===== src/rtl/toggle_hs_rx_if.sv =====
// toggle_hs_rx_if: toggle request/ack pair plus valid/ready output word; master = sender/consumer side, slave = receiver
interface toggle_hs_rx_if #(
  parameter int DATA_W = 8
);
  logic req_tgl;
  logic [DATA_W-1:0] req_data;
  logic ack_tgl;
  logic out_valid;
  logic [DATA_W-1:0] out_data;
  logic out_ready;
  modport master(output req_tgl, req_data, out_ready, input ack_tgl, out_valid, out_data);
  modport slave(input req_tgl, req_data, out_ready, output ack_tgl, out_valid, out_data);
endinterface


===== src/rtl/toggle_hs_rx.sv =====
// toggle_hs_rx: two-phase handshake receiver; hs carries req_tgl/req_data in, ack_tgl back, out_valid/out_data/out_ready word port; evt_count counts transfers, overrun flags toggles seen while a word is held, clear_overrun clears it
module toggle_hs_rx #(
  parameter int DATA_W = 8,
  parameter int SYNC_STAGES = 2,
  parameter int CNT_W = 8
) (
  input logic clk,
  input logic reset,
  toggle_hs_rx_if.slave hs,
  input logic clear_overrun,
  output logic [CNT_W-1:0] evt_count,
  output logic overrun
);
  typedef enum logic {IDLE, HOLD} state_t;
  state_t state;
  logic [SYNC_STAGES-1:0] sync;
  logic prev_req, ack, valid, tgl_edge;
  logic [DATA_W-1:0] data;
  assign tgl_edge = sync[SYNC_STAGES-1] ^ prev_req;
  assign hs.ack_tgl = ack;
  assign hs.out_valid = valid;
  assign hs.out_data = data;
  always_ff @(posedge clk)
    if (reset) begin
      sync <= '0;
      prev_req <= 1'b0;
      ack <= 1'b0;
      valid <= 1'b0;
      data <= '0;
      evt_count <= '0;
      overrun <= 1'b0;
      state <= IDLE;
    end else begin
      sync <= {sync[SYNC_STAGES-2:0], hs.req_tgl};
      prev_req <= sync[SYNC_STAGES-1];
      overrun <= (tgl_edge && state == HOLD) || (overrun && !clear_overrun);
      if (state == IDLE) begin
        if (tgl_edge) begin
          data <= hs.req_data;
          valid <= 1'b1;
          state <= HOLD;
        end
      end else if (hs.out_ready) begin
        valid <= 1'b0;
        ack <= ~ack;
        evt_count <= evt_count + 1'b1;
        state <= IDLE;
      end
    end
endmodule


===== src/flat_wrapper.sv =====
// flat-port wrapper written by rule: the top's interface ports become plain ports
module toggle_hs_rx_flat 
#(
  parameter int DATA_W = 8,
  parameter int SYNC_STAGES = 2,
  parameter int CNT_W = 8
)
  (clk, reset, clear_overrun, evt_count, overrun, hs_req_tgl, hs_req_data, hs_out_ready, hs_ack_tgl, hs_out_valid, hs_out_data);
  toggle_hs_rx_if #(.DATA_W(DATA_W)) hs_i ();
  input logic clk;
  input logic reset;
  input logic clear_overrun;
  output logic [CNT_W-1:0] evt_count;
  output logic overrun;
  input wire logic [$bits(hs_i.req_tgl)-1:0] hs_req_tgl;
  input wire logic [$bits(hs_i.req_data)-1:0] hs_req_data;
  input wire logic [$bits(hs_i.out_ready)-1:0] hs_out_ready;
  output wire logic [$bits(hs_i.ack_tgl)-1:0] hs_ack_tgl;
  output wire logic [$bits(hs_i.out_valid)-1:0] hs_out_valid;
  output wire logic [$bits(hs_i.out_data)-1:0] hs_out_data;
  assign hs_i.req_tgl = hs_req_tgl;
  assign hs_i.req_data = hs_req_data;
  assign hs_i.out_ready = hs_out_ready;
  assign hs_ack_tgl = hs_i.ack_tgl;
  assign hs_out_valid = hs_i.out_valid;
  assign hs_out_data = hs_i.out_data;
  toggle_hs_rx #(.DATA_W(DATA_W), .SYNC_STAGES(SYNC_STAGES), .CNT_W(CNT_W)) u_core (.clk(clk), .reset(reset), .hs(hs_i), .clear_overrun(clear_overrun), .evt_count(evt_count), .overrun(overrun));
endmodule

===== config.mk =====
export PLATFORM = sky130hd
export DESIGN_NAME = toggle_hs_rx_flat
export DESIGN_NICKNAME = d
export VERILOG_FILES = /design/src/rtl/toggle_hs_rx_if.sv /design/src/rtl/toggle_hs_rx.sv /design/src/flat_wrapper.sv
export SDC_FILE = /design/constraint.sdc
export NUM_CORES = 1
export LEC_CHECK = 0
export BUFFER_PORTS_ARGS = -buffer_cell sky130_fd_sc_hd__buf_2
export CAP_MARGIN = 30
export CORE_UTILIZATION = 30
export CTS_CLUSTER_SIZE = 28
export DETAILED_ROUTE_END_ITERATION = 10
export GPL_TIMING_DRIVEN = 0
export MAX_ROUTING_LAYER = met4
export SLEW_MARGIN = 25
export SYNTH_ARGS = -nofsm -noshare
export SYNTH_HDL_FRONTEND = slang
export SYNTH_SLANG_ARGS = --single-unit

===== constraint.sdc =====
create_clock -name clk -period 1.1 [get_ports clk]
set_input_delay 0.165 -clock clk [delete_from_list [all_inputs] [get_ports clk]]
set_output_delay 0.165 -clock clk [all_outputs]
set_load 0.02 [all_outputs]

==> flow_metrics.env <==
export IMPL_cpMaxStageDelayCell="or4_4"
export IMPL_final_antenna_net_count=0
export IMPL_hold_class="in -> reg"
export IMPL_grt_start_max_net_pins=13
export IMPL_timing_fmax_mhz=842.8
export IMPL_peakVddDrop_uv=642.4
export IMPL_hold_buffers=0
export IMPL_timing_final_ws_setup_ps=-86.45
export IMPL_cp_start_kind="flip-flop"
export IMPL_wirelength_mm=2.344
export IMPL_clk_path_buf_depth=2
export IMPL_ios=32
export IMPL_cts_buffers=3
export IMPL_netlist_area_um2=877.1
export IMPL_portBuffers=31
export IMPL_slowest_delay_ps=500
export IMPL_post_route_cells_drive_above_1_share=0.4892
export IMPL_worstPathMaxFanout=4
export IMPL_rsz0062_at_grt="yes"
export IMPL_rows=19
export IMPL_wire_per_inst_um=13.79
export IMPL_worstSetupEndpointType="flip-flop"
export IMPL_layout_common_cells="buf_2 (28), a21oi_1 (13), dfxtp_1 (13)"
export IMPL_finalClockSkew_ps=2.119
export IMPL_core_region_area_um2=2758
export IMPL_fp_dieArea_um2=3144
export IMPL_power_density_nw_per_um2=1091
export IMPL_synth_top_cell_by_area="dfxtp_1"
export IMPL_syn_area_per_cell_um2=9.136
export IMPL_die_h_um=56.07
export IMPL_violations="setup timing"
export IMPL_required_ps=1360
export IMPL_root_buffer="clkbuf_4"
export IMPL_first_pass_iters=2
export IMPL_reg2reg_slack_ps=-90
export IMPL_path_cells="nand4_4 -> or4_4 -> a21oi_2"
export IMPL_drv_cap=0
export IMPL_yosysWarnings=0
export IMPL_min_to="u_core.sync[1]"
export IMPL_syn_to_final_growth_pct=55.06
export IMPL_drc=0
export IMPL_globalplace_congestion=0.6860
export IMPL_placed_cells=158
export IMPL_tightest_slew_ps=526.3
export IMPL_grt_pass1_vias=820
export IMPL_ctsHtreeMaxLevel=1
export IMPL_status="finished with violations"
export IMPL_synth_top_area_frac=0.5250
export IMPL_min_period_ps=1186
export IMPL_path_class="reg -> reg"
export IMPL_clkLatencyLatePin_ps=320
export IMPL_synthCells=96
export IMPL_instances_no_fill=170
export IMPL_clock_sinks=23
export IMPL_gr_total_overflow=0
export IMPL_clk_pin_slew_ps=120
export IMPL_antenna_cells=0
export IMPL_grtUsageTotal=0.1549
export IMPL_place_worst_setup_slack_ps=-181.6
export IMPL_hold_depth=2
export IMPL_hold_viol_final=0
export IMPL_layout_commonest_cell="buf_2"
export IMPL_synth_area_top_cells="dfxtp_1 (52%), a21oi_1 (9.7%), o21ai_0 (6.8%), nand3_1 (6.3%), nand4_2 (2.9%)"
export IMPL_total_leakage_power_nw=0.5526
export IMPL_yosysUniqueCellTypes=20
export IMPL_min_from="reset"
export IMPL_ys_ff_latch=23
export IMPL_nNetsFinal=154
export IMPL_drtIter0Drc=12
export IMPL_syn_nets=110
export IMPL_dp_hpwl_mm=1.510
export IMPL_r2r_cells=3
export IMPL_antenna_found_initial=0
export IMPL_reg2reg_from="u_core.evt_count[5]"
export IMPL_initial_core_util=0.3181
export IMPL_final_max_slew_viol_count=0
export IMPL_ys_seq_area_frac=0.5250
export IMPL_setup_viol=8
export IMPL_finalCritPeriodShare=1.079
export IMPL_worstReg2RegEnd="u_core.evt_count[7]"
export IMPL_crit_arrival_ps=1450
export IMPL_slew_headroom=0.6491
export IMPL_grt_pass1_wl_mm=3.726
export IMPL_tritoncts="yes"
export IMPL_drt_vias_per_instance=5.065
export IMPL_num_vias=861
export IMPL_die_x_um=56.07
[metal layers]
layer / track usage / wire [µm] / share of wire
met5: - / 0 / 0
met4: 0.05226 / 53 / 0.023
met3: 0.03721 / 73 / 0.031
met2: 0.2585 / 1237 / 0.53
met1: 0.1827 / 980 / 0.42
[synth_stat cells]
| cell type | n |
|---|---|
| xnor2_1 | 2 |
| nor2_1 | 4 |
| xor2_2 | 1 |
| nand3_1 | 11 |
| clkinv_1 | 1 |
| a211oi_1 | 1 |
| a21oi_1 | 17 |
| inv_1 | 2 |
| nor2b_1 | 4 |
| nand4_2 | 2 |
| nand2_1 | 3 |
| clkbuf_1 | 3 |
| nand2b_1 | 1 |
| o31ai_1 | 1 |
| o21ai_0 | 12 |
| or4_1 | 1 |
| ha_1 | 1 |
| dfxtp_1 | 23 |
| or3_1 | 4 |
| xor2_1 | 2 |
[report_power, final]
| group | internal (W) | leakage, nW | switching [W] |
|---|---|---|---|
| Sequential | 0.000846 | 0.194 | 0.0000329 |
| Clock | 0.000142 | 0.0150 | 0.000261 |
| Combinational | 0.0000851 | 0.343 | 0.000117 |
[logic make-up (layout without fill, tap and decap cells)]
family,count (synthesis),after routing,share of synthesized area
xor gates and xnor gates,5,6,0.05850
AOI/OAI and AO/OA,31,31,0.1826
adders and majority gates,1,1,0.01426
and+or+nand+nor,30,30,0.1940
DFF,23,23,0.5250
buffers and inverters,6,48,0.02568
[worst max-delay path, delay by kind of cell, from the launching register on]
| family | cells | cell delay [ps] |
|---|---|---|
| compound gates | 1 | 120 |
| flops | 1 | 390 |
| simple gates | 2 | 620 |
[state kept, by name, summed over array words and instances (netlist names)]
name and cells:
u_core.evt_count 8, u_core.sync 2, u_core.overrun 1, u_core.prev_req 1, u_core.hs.out_data 8, u_core.hs.out_valid 1
u_core.hs.ack_tgl 1, u_core.state 1
[timing repair]
action / CTS / global route
cloned: 1 / 0
gates resized for setup: 11 / 24
pin swaps: 0 / 9
endpoints found under the setup margin: 17 / 17
setup buffers: 1 / 6
[through the flow]
stage / hold slack (ps) / power (W) / setup TNS [ps] / cell area [µm²] / utilization
global route: 40.47 / 0.001545 / -661.6 / 1360 / 0.4932
global placement: 377.8 / 0.001047 / -1245 / 1121 / 0.4065
detailed placement: 380.9 / 0.001053 / -1877 / 1121 / 0.4065
CTS: 30.55 / 0.001463 / -523.1 / 1221 / 0.4428
floorplan: 236.6 / 0.0009827 / -55.93 / 927.1 / -
finish: 20.97 / 0.001483 / -288.6 / 1360 / 0.4932
[worst max path at each step]
stage,startpoint,endpoint,slack [ps],cells past startpoint
after floorplan,u_core.evt_count[4],u_core.evt_count[7],-30,3
after global placement,u_core.state,u_core.evt_count[7],-140,3
after detailed placement,u_core.state,u_core.evt_count[7],-180,3
after CTS,u_core.state,u_core.evt_count[7],-100,3
after global routing,u_core.evt_count[4],u_core.evt_count[7],-130,3
final,u_core.evt_count[5],u_core.evt_count[7],-90,3
[layout make-up]
type / instances / area, µm²
Timing Repair Buffer: 38 / 241.5
Sequential cell: 23 / 495.5
Multi-Input combinational cell: 68 / 530.5
Buffer: 3 / 12.51
Inverter: 3 / 15.01
Fill cell: 266 / 1398
Tap cell: 31 / 38.79
Clock buffer: 4 / 26.28
(Power assumes the default switching activity.)
